<file path="src/rtl/top_mult_pkg.sv">
// Shared types and helpers for the systolic matrix multiplier.
package top_mult_pkg;

  typedef enum logic [1:0] {
    LOAD,
    RUN,
    DONE
  } state_t;

  function automatic int cnt_width(input int size);
    return $clog2(3 * size);
  endfunction

endpackage

</file>
<file path="src/rtl/mult_celula.sv">
// One multiply-accumulate cell of the systolic grid; passes operands right/down.
// Define TOP_MULT_SAT_EN to make the accumulator saturate instead of wrapping.
module mult_celula
  import top_mult_pkg::*;
#(
  parameter int WIDTH  = 16,
  parameter int WIDTHx = 5
) (
  input  logic              clock,
  input  logic              nreset,
  input  logic              en,
  input  logic [WIDTHx-1:0] a_in,
  input  logic [WIDTHx-1:0] b_in,
  output logic [WIDTHx-1:0] a_out,
  output logic [WIDTHx-1:0] b_out,
  output logic [WIDTH-1:0]  acc
);

  localparam int PW = 2 * WIDTHx;
  // One spare bit so the saturating compare sees the true sum.
  localparam int SW = ((WIDTH > PW) ? WIDTH : PW) + 1;

  logic [PW-1:0]    prod;
  logic [SW-1:0]    sum;
  logic [WIDTH-1:0] acc_next;

  always_comb begin
    prod = PW'(a_in) * PW'(b_in);
    sum  = SW'(acc) + SW'(prod);
`ifdef TOP_MULT_SAT_EN
    acc_next = (sum > SW'({WIDTH{1'b1}})) ? {WIDTH{1'b1}} : sum[WIDTH-1:0];
`else
    acc_next = sum[WIDTH-1:0];
`endif
  end

  always_ff @(posedge clock or negedge nreset) begin
    if (!nreset) begin
      acc   <= '0;
      a_out <= '0;
      b_out <= '0;
    end else if (en) begin
      acc   <= acc_next;
      a_out <= a_in;
      b_out <= b_in;
    end
  end

endmodule

</file>
<file path="src/rtl/top_mult_celula_sa.sv">
// Output-stationary systolic C = A x B: operand latch, skewed feeders, FSM and MAC grid.
// Optional TOP_MULT_SAT_EN selects saturating accumulators (see mult_celula).
module top_mult_celula_sa
  import top_mult_pkg::*;
#(
  parameter int WIDTH  = 16,
  parameter int WIDTHx = 5,
  parameter int SIZE   = 5
) (
  input  logic                                clock,
  input  logic                                nreset,
  input  logic [SIZE-1:0][SIZE-1:0][WIDTHx-1:0] a_input,
  input  logic [SIZE-1:0][SIZE-1:0][WIDTHx-1:0] b_input,
  output logic [SIZE-1:0][SIZE-1:0][WIDTH-1:0]  output_produc_a_b,
  output logic                                done
);

  localparam int CW = cnt_width(SIZE);
  localparam logic [CW-1:0] CNT_LAST = CW'(3 * SIZE - 3);

  state_t        state_q, state_d;
  logic [CW-1:0] cnt_q, cnt_d;
  logic          en;

  logic [SIZE-1:0][SIZE-1:0][WIDTHx-1:0] a_reg, b_reg;
  logic [SIZE-1:0][WIDTHx-1:0]           left_feed, top_feed;
  logic [SIZE-1:0][SIZE-1:0][WIDTHx-1:0] a_src, b_src, a_pass, b_pass;
  logic [SIZE-1:0][WIDTHx-1:0]           a_edge_unused, b_edge_unused;

  always_ff @(posedge clock or negedge nreset) begin
    if (!nreset) begin
      state_q <= LOAD;
      cnt_q   <= '0;
      a_reg   <= '0;
      b_reg   <= '0;
    end else begin
      state_q <= state_d;
      cnt_q   <= cnt_d;
      if (state_q == LOAD) begin
        a_reg <= a_input;
        b_reg <= b_input;
      end
    end
  end

  always_comb begin
    state_d = state_q;
    cnt_d   = cnt_q;
    case (state_q)
      LOAD: begin
        state_d = RUN;
        cnt_d   = '0;
      end
      RUN: begin
        if (cnt_q == CNT_LAST) state_d = DONE;
        else                   cnt_d   = cnt_q + CW'(1);
      end
      default: begin
        state_d = DONE;
      end
    endcase
  end

  assign en   = (state_q == RUN);
  assign done = (state_q == DONE);

  // Row i / column i sees element k at step t = i + k, giving the diagonal skew.
  always_comb begin
    left_feed = '0;
    top_feed  = '0;
    if (state_q == RUN) begin
      for (int i = 0; i < SIZE; i++) begin
        for (int k = 0; k < SIZE; k++) begin
          if (int'(cnt_q) == i + k) begin
            left_feed[i] = a_reg[i][k];
            top_feed[i]  = b_reg[k][i];
          end
        end
      end
    end
  end

  for (genvar i = 0; i < SIZE; i++) begin : g_row
    assign a_edge_unused[i] = a_pass[i][SIZE-1];
    assign b_edge_unused[i] = b_pass[SIZE-1][i];
    for (genvar j = 0; j < SIZE; j++) begin : g_col
      if (j == 0) begin : g_a_edge
        assign a_src[i][j] = left_feed[i];
      end else begin : g_a_inner
        assign a_src[i][j] = a_pass[i][j-1];
      end
      if (i == 0) begin : g_b_edge
        assign b_src[i][j] = top_feed[j];
      end else begin : g_b_inner
        assign b_src[i][j] = b_pass[i-1][j];
      end

      mult_celula #(
        .WIDTH (WIDTH),
        .WIDTHx(WIDTHx)
      ) u_cell (
        .clock (clock),
        .nreset(nreset),
        .en    (en),
        .a_in  (a_src[i][j]),
        .b_in  (b_src[i][j]),
        .a_out (a_pass[i][j]),
        .b_out (b_pass[i][j]),
        .acc   (output_produc_a_b[i][j])
      );
    end
  end

endmodule

</file>
<file path="config.mk">
export PLATFORM = sky130hd
export DESIGN_NAME = top_mult_celula_sa
export DESIGN_NICKNAME = d
export VERILOG_FILES = /design/src/rtl/top_mult_pkg.sv /design/src/rtl/mult_celula.sv /design/src/rtl/top_mult_celula_sa.sv
export SDC_FILE = /design/constraint.sdc
export NUM_CORES = 2
export LEC_CHECK = 0
export BUFFER_PORTS_ARGS = -buffer_cell sky130_fd_sc_hd__clkbuf_2
export CAP_MARGIN = 25
export CELL_PAD_IN_SITES_DETAIL_PLACEMENT = 0
export CELL_PAD_IN_SITES_GLOBAL_PLACEMENT = 1
export CORE_MARGIN = 2
export CORE_UTILIZATION = 47
export DETAILED_ROUTE_END_ITERATION = 10
export PLACE_DENSITY_LB_ADDON = 0.1
export SLEW_MARGIN = 20
export SYNTH_ARGS = -nofsm -noshare
export SYNTH_HDL_FRONTEND = slang
export SYNTH_SLANG_ARGS = --single-unit
</file>
<file path="constraint.sdc">
create_clock -name clock -period 5.43 [get_ports clock]
set_input_delay 1.086 -clock clock [delete_from_list [all_inputs] [get_ports clock]]
set_output_delay 1.086 -clock clock [all_outputs]
set_load 0.02 [all_outputs]
</file>
---- Yosys cells after proc, flatten, opt, wreduce, memory -nomap -nowiden ----
Cells that the tools add are included.
word-level totals
  register bits after elaboration ......... 856
  bits in latches ......................... 0
  RAM bits ................................ 0
  bits in read-only memories .............. 0
  bits of input ports ..................... 252
  logic and storage cells ................. 241
  memories ................................ 0
operators by class
  add/sub/neg operators ................... 26
  $mul .................................... 25
  divide/modulo/power cells ............... 0
  $lt $le $gt $ge ......................... 0
  equality and inequality tests ........... 13
  shift operators ......................... 0
  multiplexer cells ....................... 56
  bitwise logic cells ..................... 0
  reductions and logical operators ........ 4
operator list
  cell                                                    number
  adder 16 x 10 -> 16 bit                                 25
  multiplier 5 x 5 -> 10 bit                              25
  two-way mux 5 bit                                       50
  two-way mux 25 bit                                      2
  equality test 4 bit (second input constant)             6
  equality test 4 x 3 -> 1 bit (second input constant)    2
  one-hot mux 4 bit (2 select lines)                      1
  adder 4 x 1 -> 4 bit (second input constant)            1
  equality test 4 x 2 -> 1 bit (second input constant)    1
  logical NOT 4 bit                                       1
  two-way mux 4 bit                                       1
  one-hot mux 2 bit (2 select lines)                      1
  equality test 2 x 1 -> 1 bit (second input constant)    1
  equality test 2 bit (second input constant)             1
  logical NOT 2 bit                                       1
  two-way mux 2 bit                                       1
  inequality test 2 x 1 -> 1 bit (second input constant)  1
  inequality test 2 bit (second input constant)           1
  AND reduction 2 bit                                     1
  nonzero test 2 bit                                      1

---- Logic depth before layout (Yosys ltp) ----
  word-level depth ........................ 9
  depth in mapped cells ................... 22
  depth with buffers taken out ............ 19

---- Cells and area by module ----
From an unflattened synthesis, not the netlist that was laid out.
unflattened totals
  cells, all modules ...................... 5877
  area total of the unflattened synthesis .. 64543.2 um^2
by module, submodules not included
  module                                      times used  cells each  area each (um^2)
  mult_celula (g_row[0].g_col[0].u_cell ...)  13          194         2093.3
  mult_celula (g_row[2].g_col[4].u_cell ...)  9           194         2110.8
  top_mult_celula_sa                          1           1025        12101.6
  mult_celula (g_row[4].g_col[2].u_cell)      1           194         2097.0
  mult_celula (g_row[2].g_col[3].u_cell)      1           194         2075.7
  mult_celula (g_row[4].g_col[3].u_cell)      1           196         2059.5

---- Worst setup path after synthesis ----
No wires, ideal clock.
  path kind ............................... reg2reg
  start ................................... register cnt_q[1]
  end ..................................... register g_row[0].g_col[1].u_cell.acc[15]
  setup time .............................. 139 ps
  data arrival time ....................... 4817 ps
  data required time ...................... 5291 ps
  slack ................................... 474 ps
  cell stages (with the launch flop) ...... 20
  buffers on the path ..................... 3
  cells stage by stage .................... dfrtp_1 inv_1 ha_1 clkbuf_1 buf_2 nand2_1 clkbuf_1 o221a_2 and2_1 fa_1 inv_1 fa_1 fa_1 inv_1 ha_1 o21ai_0 o21bai_2 nand4_2 and4b_1 or4_1
on the way
  cells in the longest elaborated chain, start to end .. 9
ends and longest elaborated chain
  item                             RTL line                  source
  start: declaration               top_mult_celula_sa.sv:22  logic [CW-1:0] cnt_q, cnt_d;
  start signal: assignment         top_mult_celula_sa.sv:38  cnt_q <= cnt_d;
  equality test 4 x 2 -> 1 bit     top_mult_celula_sa.sv:74  if (int'(cnt_q) == i + k) begin
  two-way mux 5 bit (4 in series)  top_mult_celula_sa.sv:74
  two-way mux 5 bit *              top_mult_celula_sa.sv:74
  two-way mux 25 bit *             top_mult_celula_sa.sv:71  if (state_q == RUN) begin
  multiplier 5 x 5 -> 10 bit *     mult_celula.sv:28         prod = PW'(a_in) * PW'(b_in);
  adder 16 x 10 -> 16 bit *        mult_celula.sv:29         sum = SW'(acc) + SW'(prod);
  end signal: assignment           mult_celula.sv:43         acc <= acc_next;
  end: declaration                 mult_celula.sv:16         output logic [WIDTH-1:0] acc
Mark *: on every way between the ends. The rest lies on a longest branch, timed or not.
A chain may end at the register's enable or synchronous reset.

---- Worst setup path after layout ----
  start ................................... register cnt_q[0]
  end ..................................... register g_row[0].g_col[2].u_cell.acc[9]
on the way
  cells in the longest elaborated chain, start to end .. 9
ends and longest elaborated chain
  item                             RTL line
  equality test 4 x 3 -> 1 bit     top_mult_celula_sa.sv:74
  two-way mux 5 bit (4 in series)  top_mult_celula_sa.sv:74
  two-way mux 5 bit *              top_mult_celula_sa.sv:74
  two-way mux 25 bit *             top_mult_celula_sa.sv:71
  multiplier 5 x 5 -> 10 bit *     mult_celula.sv:28
  adder 16 x 10 -> 16 bit *        mult_celula.sv:29
  end signal: assignment           mult_celula.sv:43
  end: declaration                 mult_celula.sv:16
Marked as above.

==> impl_metrics.yaml <==
yosys:
  synth-main-ff-cell: "dfrtp_1"
  synth_cell_types: 89
  yosysSeqAreaShare_pct: 34.59
  synthTopCellsByCount: "nand2_1 (1283), dfrtp_1 (856), inv_1 (561)"
  post_synth.cell_area_avg_sq_um: 9.723
  postSynthCellCount: 6369
  synth-edff-count: 0
  post-synth-top-count-cell: "nand2_1"
  syn_nets: 7550
  synth_top_area_cell: "dfrtp_1"
  yosysWarnings: 0
  async_flop_share_pct: 100.0
  synth_top_area_share_pct: 34.59
  synthTopCellsByArea: "dfrtp_1 (35%), fa_1 (14%), ha_1 (10%)"
  synth_area_sq_um: 61920
  synth-seq-cells: 856
global_route:
  grt.overflow.total: 0
  grt_max_degree: 155
  grtUsageTotal_pct: 27.61
  antenna_found_initial: 10
  grt_pass1_vias: 49094
  grt_pass1_wl_um: 290000
route:
  route.antenna.remaining_nets: 0
  via_count: 47827
  detail_route.wl_per_cell_um: 20.76
  drt_first_iter_violations: 2797
  route.detailed.drc: 0
  wl_um: 184500
  drt-pass1-iter-count: 7
  viasPerCell: 5.380
min_path:
  hold_path.class: "input port to asynchronous set/reset pin"
sta:
  hold_ws_ns: 0.3774
  fmaxAchievable_ghz: 0.1903
  timing.slew.headroom_pct: 31.08
  fin_crit_sh_pct: 96.80
  finalClockSkew_ns: 0.05141
  rsz0062_at_grt: "yes"
  maxSlewViolCount: 0
  setup_viol: 0
  period_needed_ns: 5.256
  tightest_slew_ns: 1.034
  hold_viol: 0
  setup_tns_ns: 0
cells_and_area:
  layout.nets: 8230
  nFillCells: 12153
  drive_gt1_share_pct: 19.02
  syn_to_final_growth_pct: 15.58
  multi_input_area_sq_um: 37620
  largest_register_ffs: 400
  seqCellArea_sq_um: 21420
  instances_no_fill: 8890
clock_tree:
  cts_max_path_buffers: 3
  root_buffer: "clkbuf_16"
  clock-sinks: 856
  cts_inserted_buffers: 104
  htree_num_levels: 3
  clk_latency_ns: 0.75
  tritoncts: "built"
  ctsHoldBuffers: 0
  cts.reportedPaths.clkPinSlew_ns: 0.06
outcome:
  status: "complete, no violations"
placement:
  gp_congestion: 0.9120
  placedCellCount: 8681
  portBuffers: 652
  dp_hpwl_um: 144300
setup_path:
  worstSetupStartpointType: "register"
  path_class: "register to register"
  cp_max_fo: 26
  critPathArrivalTime_ns: 5.88
  end_kind: "register"
  worstPathRequired_ns: 6.06
  rrSetupSlack_ns: 0.17
power_and_ir_drop:
  irDropWorstVdd_mv: 0.3079
  p_leak_nw: 36.20
  power_mw: 24.57
  powerDensity_nw_per_um2: 343.2
floorplan:
  die_w_um: 367.0
  fp.dieH_um: 367.0
  io_pins: 653
  die_area_sq_um: 134700
  rows: 133
  initial_core_util_pct: 47.22
  core_area_sq_um: 131100
job:
  maxCapViolCount: 0
[layout make-up]
class / count / area share, %
clock buffers: 152 / 4.265
clock inverters: 38 / 0.8653
flip-flops and latches: 856 / 29.93
repair buffers: 799 / 6.353
inverters: 563 / 2.953
well taps: 1755 / 3.068
multi-input cells: 4725 / 52.56
diodes: 2 / 0.006992
[logic make-up after synthesis]
| family | count (synthesis) | share of synthesized area (%) |
|---|---|---|
| AOI/OAI and AO/OA | 1121 | 12.09 |
| adders and majority gates | 929 | 23.92 |
| DFF | 856 | 34.59 |
| xor gates and xnor gates | 203 | 2.871 |
| muxes | 269 | 4.843 |
| buffers and inverters | 788 | 5.130 |
| and+or+nand+nor | 2203 | 16.55 |
[final timing paths]
path / to / start / depth (start not counted)
min: g_row[1].g_col[0].u_cell.acc[12] / nreset / 1
max: g_row[0].g_col[2].u_cell.acc[9] / cnt_q[0] / 19
min reg2reg: g_row[2].g_col[4].u_cell.acc[15] / g_row[2].g_col[4].u_cell.acc[15] / 1
max in group asynchronous: a_reg[20] / nreset / 2
max reg2reg: g_row[0].g_col[2].u_cell.acc[9] / cnt_q[0] / 19
min in group clock: g_row[2].g_col[4].u_cell.acc[15] / g_row[2].g_col[4].u_cell.acc[15] / 1
[per-layer routing]
metal	global-route usage [%]	vias up	part of all wire (%)
met5	0	-	0.040
met3	5.669	282	5.2
met1	35.41	23698	43
met2	46.11	991	48
li1	-	22844	-
met4	10.08	12	4.0
[worst max-delay path: stages (launching register included)]
cell,delay (ns)
dfrtp_2,0.46
inv_1,0.19
ha_4,0.26
buf_4,0.33
nand2_2,0.23
o32ai_1,0.24
a211oi_2,0.06
buf_4,0.19
and2_1,0.19
fa_1,0.47
fa_1,0.49
inv_1,0.05
fa_1,0.47
inv_1,0.04
ha_1,0.31
a21o_1,0.21
a311oi_1,0.27
o41ai_1,0.14
or2_2,0.28
a31o_2,0.24
[cell usage in the layout, fill, tap and decap left out, types with 33 or more instances in the layout]
| cell | instances |
|---|---|
| inv_1 | 560 |
| nand3b_1 | 39 |
| ha_1 | 500 |
| o21bai_1 | 39 |
| xor2_1 | 121 |
| a211oi_1 | 86 |
| nor3_1 | 41 |
| xnor2_1 | 82 |
| fa_1 | 425 |
| mux2_2 | 245 |
| nand2_1 | 1281 |
| nand3_1 | 59 |
| and3_1 | 40 |
| nor2_1 | 195 |
| buf_4 | 131 |
| a21oi_1 | 216 |
| clkbuf_2 | 651 |
| o211ai_1 | 33 |
| o31ai_1 | 42 |
| clkbuf_16 | 104 |
| a21o_1 | 150 |
| and2_1 | 330 |
| dfrtp_1 | 853 |
| o21ai_0 | 286 |
[report_power, final]
group	leakage, nW	total (mW)	internal (mW)	switching (mW)
Sequential	10.6	8.81	7.48	1.33
Clock	1.79	7.43	4.40	3.04
Combinational	23.8	8.32	3.01	5.31
Total	36.2	24.6	14.9	9.68
[metrics by stage]
step	utilization [%]	setup WS [ns]	cell area, sq um
after global placement	51.48	0.03152	67510
final	54.58	0.1739	71570
after global routing	54.58	-0.05262	71570
after CTS	54.31	0.004751	71220
after detailed placement	51.48	-0.09165	67510
after floorplan	-	0.4741	61920
[timing repair]
item	CTS	global route
buffers inserted	1	16
setup endpoints to repair	14	71
pin swaps	1	9
cloned	0	0
resized for setup	5	53
(Power assumes the default switching activity.)
